--- config.mk ---
export PLATFORM = sky130hd
export DESIGN_NAME = lfsr_mem_writer
export DESIGN_NICKNAME = d
export VERILOG_FILES = /design/src/rtl/lfsr_mem_pkg.sv /design/src/rtl/lfsr_mem_writer_lfsr16_step.sv /design/src/rtl/lfsr_mem_writer.sv
export SDC_FILE = /design/constraint.sdc
export NUM_CORES = 1
export LEC_CHECK = 0
export ABC_AREA = 1
export BUFFER_PORTS_ARGS = -buffer_cell sky130_fd_sc_hd__buf_2
export CAP_MARGIN = 20
export CORE_MARGIN = 3
export CORE_UTILIZATION = 40
export CTS_CLUSTER_DIAMETER = 80
export DETAILED_ROUTE_END_ITERATION = 6
export GPL_ROUTABILITY_DRIVEN = 0
export REMOVE_ABC_BUFFERS = 1
export SETUP_SLACK_MARGIN = 0.5
export SLEW_MARGIN = 20
export SYNTH_ARGS = -nofsm -noshare
export SYNTH_HDL_FRONTEND = slang
export SYNTH_SLANG_ARGS = --single-unit
--- constraint.sdc ---
create_clock -name Clock -period 2.5 [get_ports Clock]
set_clock_uncertainty 0.15 [all_clocks]
set_input_delay 0.375 -clock Clock [delete_from_list [all_inputs] [get_ports Clock]]
set_output_delay 0.375 -clock Clock [all_outputs]
set_load 0.01 [all_outputs]
--- src/rtl/lfsr_mem_pkg.sv ---
// -----------------------------------------------------------------------------
// lfsr_mem_pkg
//
// Shared definitions for the LFSR-addressed associative memory. The write side
// (lfsr_mem_writer) and the search side both import this package, so the
// address sequence, seed and capacity are defined in exactly one place.
//
// Contents:
//   wr_state_e           - writer FSM state encoding (IDLE / WRITE / FULL)
//   LFSR16_TAPS          - feedback taps of x^16 + x^14 + x^13 + x^11 + 1
//   LFSR16_SEED_DEFAULT  - power-on / restart address, also the substitute
//                          used whenever a zero seed is configured
//   MAX_WRITES_16        - number of distinct nonzero states of the LFSR
//   lfsr16_next()        - one Fibonacci step of the 16-bit LFSR
// -----------------------------------------------------------------------------
package lfsr_mem_pkg;

  typedef enum logic [1:0] {
    IDLE  = 2'd0,
    WRITE = 2'd1,
    FULL  = 2'd2
  } wr_state_e;

  // Bits 15, 13, 12 and 10 feed the XOR that becomes the new LSB.
  localparam logic [15:0] LFSR16_TAPS         = 16'hB400;
  localparam logic [15:0] LFSR16_SEED_DEFAULT = 16'h0001;
  localparam logic [15:0] MAX_WRITES_16       = 16'hFFFF;

  // Fibonacci form: shift left, the parity of the tapped bits enters at bit 0.
  // From any nonzero state the sequence visits all 65535 nonzero values.
  function automatic logic [15:0] lfsr16_next(input logic [15:0] s);
    return {s[14:0], ^(s & LFSR16_TAPS)};
  endfunction

endpackage

--- src/rtl/lfsr_mem_writer_lfsr16_step.sv ---
// -----------------------------------------------------------------------------
// lfsr16_step
//
// Purely combinational next-state of the 16-bit maximal-length LFSR. Kept as a
// separate module so the search-side address generator instantiates the very
// same logic and both sides walk an identical address sequence.
//
// Ports:
//   state_i  in  16  current LFSR state
//   next_o   out 16  LFSR state after one step
// -----------------------------------------------------------------------------
module lfsr16_step
  import lfsr_mem_pkg::*;
(
  input  logic [15:0] state_i,
  output logic [15:0] next_o
);

  assign next_o = lfsr16_next(state_i);

endmodule

--- src/rtl/lfsr_mem_writer.sv ---
// -----------------------------------------------------------------------------
// lfsr_mem_writer
//
// Write-side sequencer of the LFSR-addressed associative memory. Each byte
// accepted on the Data_in / Data_valid / Data_ready handshake is written to the
// memory at the current LFSR address, after which the LFSR advances and the
// write count increments. Once MAX_WRITES bytes have been stored the writer
// parks in FULL and refuses further data until Clear or Reset.
//
// Timing: a handshake at edge N raises Mem_WR for the cycle after N; at the
// following edge the LFSR steps and WR_Count increments. One byte is taken
// every two cycles at most.
//
// Parameters:
//   ADDR_W      address / LFSR width (16 only)
//   DATA_W      data byte width
//   SEED        first address after Reset/Clear; zero is replaced by 16'h0001
//   MAX_WRITES  writes accepted before Full
//
// Ports:
//   Clock        in   1       system clock, rising edge
//   Reset        in   1       synchronous reset, active low
//   Clear        in   1       synchronous restart, active high
//   Data_in      in   DATA_W  byte to store
//   Data_valid   in   1       Data_in valid
//   Data_ready   out  1       writer accepts Data_in this cycle
//   Mem_Address  out  ADDR_W  registered memory write address
//   Mem_Data     out  DATA_W  registered memory write data
//   Mem_WR       out  1       registered one-cycle write strobe
//   WR_Count     out  16      number of completed writes
//   Full         out  1       WR_Count has reached MAX_WRITES
//   Busy         out  1       a write is in flight (state WRITE)
// -----------------------------------------------------------------------------
module lfsr_mem_writer
  import lfsr_mem_pkg::*;
#(
  parameter int unsigned ADDR_W     = 16,
  parameter int unsigned DATA_W     = 8,
  parameter logic [15:0] SEED       = LFSR16_SEED_DEFAULT,
  parameter logic [15:0] MAX_WRITES = MAX_WRITES_16
) (
  input  logic              Clock,
  input  logic              Reset,
  input  logic              Clear,
  input  logic [DATA_W-1:0] Data_in,
  input  logic              Data_valid,
  output logic              Data_ready,
  output logic [ADDR_W-1:0] Mem_Address,
  output logic [DATA_W-1:0] Mem_Data,
  output logic              Mem_WR,
  output logic [15:0]       WR_Count,
  output logic              Full,
  output logic              Busy
);

  // An all-zero LFSR would lock up, so a zero seed falls back to the default.
  localparam logic [15:0] SEED_EFF =
    (SEED == 16'h0000) ? LFSR16_SEED_DEFAULT : SEED;

  // Count increment that sticks at MAX_WRITES instead of wrapping.
  function automatic logic [15:0] sat_inc(input logic [15:0] v);
    return (v == MAX_WRITES) ? v : v + 16'd1;
  endfunction

  wr_state_e         state_q, state_d;
  logic [15:0]       lfsr_q, lfsr_d;
  logic [15:0]       lfsr_step;
  logic [15:0]       cnt_q, cnt_d;
  logic [15:0]       cnt_inc;
  logic [ADDR_W-1:0] addr_q, addr_d;
  logic [DATA_W-1:0] data_q, data_d;
  logic              wr_q, wr_d;
  logic              ready;
  logic              full;
  logic              accept;

  lfsr16_step u_step (
    .state_i (lfsr_q),
    .next_o  (lfsr_step)
  );

  assign cnt_inc = sat_inc(cnt_q);
  assign full    = (cnt_q == MAX_WRITES);

  // Ready is gated by Reset and Clear so that nothing can be accepted in a
  // cycle whose edge is going to restart the writer anyway.
  assign ready  = Reset && !Clear && (state_q == IDLE) && !full;
  assign accept = Data_valid && ready;

  // ---------------------------------------------------------------------------
  // FSM: state register
  // ---------------------------------------------------------------------------
  always_ff @(posedge Clock) begin
    if (!Reset) begin
      state_q <= IDLE;
    end else begin
      state_q <= state_d;
    end
  end

  // ---------------------------------------------------------------------------
  // FSM: next-state logic
  // ---------------------------------------------------------------------------
  always_comb begin
    state_d = state_q;
    if (Clear) begin
      state_d = IDLE;
    end else begin
      case (state_q)
        IDLE:    if (accept) state_d = WRITE;
        WRITE:   state_d = (cnt_inc == MAX_WRITES) ? FULL : IDLE;
        FULL:    state_d = FULL;
        default: state_d = IDLE;
      endcase
    end
  end

  // ---------------------------------------------------------------------------
  // FSM: outputs
  // ---------------------------------------------------------------------------
  always_comb begin
    Data_ready = ready;
    Full       = full;
    Busy       = (state_q == WRITE);
  end

  // ---------------------------------------------------------------------------
  // Datapath next-state. Address and data only change on a handshake so they
  // hold the last written values between writes. A Clear arriving during
  // WRITE cannot recall the strobe already on the bus, but it does stop the
  // LFSR step and the count increment so the restart is clean.
  // ---------------------------------------------------------------------------
  always_comb begin
    lfsr_d = lfsr_q;
    cnt_d  = cnt_q;
    addr_d = addr_q;
    data_d = data_q;
    wr_d   = 1'b0;
    if (Clear) begin
      lfsr_d = SEED_EFF;
      cnt_d  = 16'h0000;
    end else if (accept) begin
      addr_d = lfsr_q;
      data_d = Data_in;
      wr_d   = 1'b1;
    end else if (state_q == WRITE) begin
      lfsr_d = lfsr_step;
      cnt_d  = cnt_inc;
    end
  end

  // ---------------------------------------------------------------------------
  // Datapath registers
  // ---------------------------------------------------------------------------
  always_ff @(posedge Clock) begin
    if (!Reset) begin
      lfsr_q <= SEED_EFF;
      cnt_q  <= 16'h0000;
      addr_q <= '0;
      data_q <= '0;
      wr_q   <= 1'b0;
    end else begin
      lfsr_q <= lfsr_d;
      cnt_q  <= cnt_d;
      addr_q <= addr_d;
      data_q <= data_d;
      wr_q   <= wr_d;
    end
  end

  assign Mem_Address = addr_q;
  assign Mem_Data    = data_q;
  assign Mem_WR      = wr_q;
  assign WR_Count    = cnt_q;

endmodule

# --- Yosys cells after proc, flatten, opt, wreduce, memory -nomap -nowiden ---
# Cells that the tools add are included.
classes:
  addsub: 1
  eq_ne: 5
  mux: 5
  n_bitwise: 3
  reduce_logical: 11
op_table:
  columns: ["cell", "n"]
  rows:
  - ["$eq 16x16->1 const B", 2]
  - ["$add 16x1->16 const B", 1]
  - ["$mux 16", 1]
  - ["$reduce_xor 16->1", 1]
  - ["$pmux 2 s3", 1]
  - ["$logic_and 1x1->1", 4]
  - ["$mux 2", 2]
  - ["$reduce_and 2->1", 2]
  - ["$not 1->1", 3]
  - ["$eq 2x1->1 const B", 1]
  - ["$eq 2x2->1 const B", 1]
  - ["$logic_not 1->1", 2]
  - ["$logic_not 2->1", 1]
  - ["$ne 2x2->1 const B", 1]
  - ["$reduce_or 2->1", 1]
  - ["$mux 1", 1]
word_totals:
  ff_bits: 59
  inputBits: 12
  out_inout_bits: 44
  elab_cells: 31

# --- Longest topological paths before layout ---
logic_depth:
  word_depth: 7
  depth_mapped: 13
  ltp_nobuf: 13

# --- By module ---
# Synthesis repeated with hierarchy kept, for this count alone.
unflattened:
  cells_unflattened: 405
  area_unflattened_um2: 2862.7
modules_own_cells:
  columns: ["module", "n_inst", "cells_each", "area_per_inst_um2", "seq_area_each_um2"]
  rows:
  - ["lfsr_mem_writer", 1, 375, 2686.3, 1181.1]
  - ["lfsr16_step", 1, 30, 176.4, 0.0]

# --- Least setup slack after synthesis ---
# Ideal clock, no wire load.
synth_timing:
  path_kind: "reg2reg"
  from: "register cnt_q[0], in the netlist WR_Count[0]"
  to: "register addr_q[0], in the netlist Mem_Address[0]"
  setup_ps: 132
  arrival_time_ps: 1590
  required_ps: 2218
  slack_ps: 628
  path_stages_with_launch: 12
  n_path_buf: 1
  synth_period_minus_slack_ps: 1872
  cell_sequence: "dfxtp_1 > ha_1 > nand2_2 > nor2_4 > nand2_4 > nor2_4 > nor3_4 > nand2_4 > inv_4 > buf_4 > nand2_1 > a21oi_1"
synth_via:
  elab_chain_cells: 5
synth_rtl:
  columns: ["item", "line", "source"]
  rows:
  - ["start, declared", "lfsr_mem_writer.sv:68", "logic [15:0] cnt_q, cnt_d;"]
  - ["start signal, assigned", "lfsr_mem_writer.sv:164", "cnt_q <= cnt_d;"]
  - ["$eq 16x16->1", "lfsr_mem_writer.sv:83", "assign full = (cnt_q == MAX_WRITES);"]
  - ["$logic_not 1->1", "lfsr_mem_writer.sv:87", "assign ready = Reset && !Clear && (state_q == IDLE) && !full;"]
  - ["$logic_and 1x1->1", "lfsr_mem_writer.sv:87", null]
  - ["named net Data_ready", "lfsr_mem_writer.sv:47", "output logic Data_ready,"]
  - ["$logic_and 1x1->1", "lfsr_mem_writer.sv:88", "assign accept = Data_valid && ready;"]
  - ["$reduce_and 2->1 (no line)", null, null]
  - ["end signal, assigned", "lfsr_mem_writer.sv:165", "addr_q <= addr_d;"]
  - ["end, declared", "lfsr_mem_writer.sv:70", "logic [ADDR_W-1:0] addr_q, addr_d;"]
# The timed path passes the listed nets, and every way through them passes these cells.
# A chain may end at the register's enable or synchronous reset.

# --- Worst setup path after layout ---
layout_timing:
  from: "register cnt_q[1], in the netlist WR_Count[1]"
  to: "output port Full"
layout_via:
  elab_chain_cells: 1
layout_rtl:
  columns: ["item", "line", "source"]
  rows:
  - ["$eq 16x16->1", "lfsr_mem_writer.sv:83", null]
  - ["end, declared", "lfsr_mem_writer.sv:52", "output logic Full,"]
# Every way passes these cells.

==> impl.org <==
** Power
- Combinational logic burns 6.3% of the power.
- Summed over all nets, the switching power comes to 463 uW.
- Switching Fraction :: 24.0%
- Proportion of power drawn by flip-flops and latches :: between 50% and 60%
- The internal power of the cells totals 1.47 mW.
- VDD sags by at most about 0.36 mV.
- Overall power consumption after layout is estimated at slightly below 2 mW.
- In this run the power density over the cells is between 500 and 600 nW/um2.
- In this run, the clock network consumes 43.2% of the power.
- For this design the static power due to leakage is around 1.6 nW.

** Timing
- Setup violations remaining at the end of the flow were counted as 0.
- The smallest clock period supported by the final layout is computed as 2.02 ns.
- The count of pins over their slew limit came to 0.
- At the pin with the least slew margin, the transition time is 0.850 ns.
- The number of failing hold endpoints at the final stage is 0.
- Worst max-slew margin expressed relative to the limit :: 43.3%
- Derived from the worst setup path, the maximum achievable clock frequency is slightly below 500 MHz.
- RSZ-0062 raised after global routing :: yes
- Across all setup checks in the final design, the least slack found is 0.478 ns.
- In the finished design, the share of the clock period the worst path needs comes to 80.9%.

** GRT
- Total routing usage reported by global routing :: 18.0%
- Via count of the first global-routing pass :: 2,391
- Initial antenna violation count :: 0
- The first global-routing pass estimated around 11 mm of wire.
- Entering global routing, the biggest net connects 36 pins.
- Global routing finished with a remaining overflow of 0.

** Setup path
- The worst setup path is captured at an output pin.
- Worst Path Class, Setup :: reg -> out
- Required time worst endpoint :: 1.98 ns
- For the worst setup path, the data arrival time is approximately 1.5 ns.
- The worst setup path is launched from a flop.
- Max Fanout on Critical Path :: 4

** Cells and area
- The number of antenna diodes in the final layout is 0.
- The area growth from synthesis to layout is 22.7%.
- The finished cells cover 3350 um2.
- The library cell used most frequently in the layout, excluding fill and tap cells, is nand2_1.
- Leaving out fill and tap cells, the most frequent cells in the layout are nand2_1 (88), buf_2 (55), nor2_1 (50).
- Fraction of layout cells with a size suffix above 1 :: 28.0%
- Number of nets in the layout :: 455

** Floorplan
- Once the floorplan was initialized, standard cells occupied between 40% and 50% of the core.
- Pin placement for this block handled 56 I/O pins.
- Measured along the x axis, the die boundary spans 88.6 um.
- Area of the core :: roughly 6500 um2
- From bottom edge to top edge, the die measures 88.6 um.
- Area of the die :: 7860 um2
- The floorplan has 29 rows.

** Placed design
- Hpwl dp :: 4.45 mm
- Port Buf Inserts :: 55
- At the placement stage, the worst setup path has a slack of around 0.32 ns.
- Area after detailed placement :: 3050 um2

** Detailed routing
- Total number of vias :: roughly 2,600
- Detail-routed net length per standard cell :: 12.7 um
- For this run, the detailed router's first-pass iteration total came to 4.
- Remaining DRCs :: 0
- Via-per-instance ratio :: ~5
- Violation count after the first detailed-routing iteration :: 135
- After detailed routing, the total wire length is 6.67 mm.
- Antenna-violating nets left :: 0

** CTS
- No sink is reached through more buffers than the 2 on the longest clock path.
- After clock tree synthesis, the clock-pin slew on the worst setup and hold paths is ~0.07 ns.
- Number of buffers created by CTS :: 9
- Later-pin clock latency in the skew report :: 0.32 ns
- Clock tree sinks :: 59
- The H-tree was split into 3 levels.
- Clock tree from TritonCTS :: done
- CTS Root Cell :: clkbuf_8

** Synth
- dfxtp_1 takes more of the synthesized area than any other cell.
- Sequential cell area fraction in the yosys report :: 43.2%
- The synthesized netlist contains 27 unique library cells.
- Sorting the synthesized cells by area gives the leading types as dfxtp_1 (43%), nand2_1 (12%), nor2_1 (7.1%), a21oi_1 (6.0%), o21ai_0 (5.3%).
- Ys Warns :: 0
- Synthesized cell area :: 2730 um2
- Number of register bits inferred by synthesis :: slightly below 60
- Fraction of synthesized cell area taken by the top area cell type :: 43.2%
- Post-synthesis average cell area :: 7.15 um2
- In the synthesized netlist, the number of instances is 382.

** Job
- Across the run, the number of max-cap violations was 0.

** Status
- Result of the run :: finished, final reports clean

** Hold path
- In this run the worst hold path is classified as in -> reg.
==> stage by stage <==
stage | utilization [%] | hold WS, ns | setup TNS (ns) | instances
floorplan | - | 0.292 | -4.33 | 367
global placement | 47.0 | 0.299 | 0 | 503
detailed placement | 47.0 | 0.302 | 0 | 503
CTS | 51.3 | 0.124 | 0 | 524
global route | 51.6 | 0.126 | 0 | 524
finish | 51.6 | 0.140 | 0 | 524
==> Yosys cell counts (all sizes together) <==
master,number
xor2,4
clkbuf,10
o21ai,32
xnor2,4
nor3,1
dfxtp,59
nand4,5
a211oi,1
ha,1
buf,5
nand2,100
nor2,62
a21oi,34
inv,41
o211ai,6
nand3,17
==> cells by family after synthesis <==
family          synth area share [%]
simple gates                    30.8
compound gates                  14.2
flops                           43.2
buf+inv                         8.75
xor+xnor                        2.57
fa+ha+maj                      0.458
==> flip-flops by register name (all words and copies together) (netlist names) <==
name and cells:
Mem_WR 1, WR_Count 16, lfsr_q 16, Mem_Address 16
Mem_Data 8, state_q 2
==> repair_timing <==
action | CTS | global route
setup endpoints to repair | 28 | 28
pin swaps | 4 | 2
buffers inserted | 5 | 0
hold buffers | 0 | 0
gates resized for setup | 17 | 7
==> path summary, 6_finish.rpt <==
check | from | endpoint | slack (ns) | cells after the start
max reg2reg | WR_Count[1] | state_q[1] | 0.58 | 10
min reg2reg | Mem_Address[5] | Mem_Address[5] | 0.31 | 2
max | WR_Count[1] | Full | 0.48 | 8
min | Data_in[6] | Mem_Data[6] | 0.14 | 3
==> power by group through the flow <==
| stage | clock network [mW] | registers, mW | logic [mW] |
|---|---|---|---|
| 2_1_floorplan | 0 | 0.999 | 0.0670 |
| 3_3_place_gp | 0 | 0.997 | 0.119 |
| 3_5_place_dp | 0 | 0.997 | 0.120 |
| 4_1_cts | 0.858 | 0.975 | 0.121 |
| 5_1_grt | 0.903 | 0.977 | 0.138 |
| 6_report | 0.833 | 0.975 | 0.122 |
==> metal layers <==
metal / up-vias / GRT usage [%] / part of all wire (%)
met5: - / 0 / 0
met4: 0 / 4.67 / 0.60
met3: 2 / 6.05 / 5.1
met2: 60 / 27.2 / 46
met1: 1163 / 24.8 / 48
li1: 1335 / - / -
==> layout make-up <==
class                   instances  area, um2
clock buffers                  13        179
clock inverters                 3       20.0
fillers                       635       3140
inverters                      41        161
multi-input cells             267       1350
flip-flops and latches         59       1200
well taps                      77       96.3
repair buffers                 64        347
==> worst max-delay path, stage by stage (launching register included) <==
cell and delay, ns:
dfxtp_2 0.36, ha_4 0.15, nand2_2 0.06, nor2_4 0.15
nand2_4 0.10, nor2_4 0.12, nand2_2 0.06, inv_1 0.05
buf_2 0.11
No activity file was read; power rests on OpenSTA's default activity.
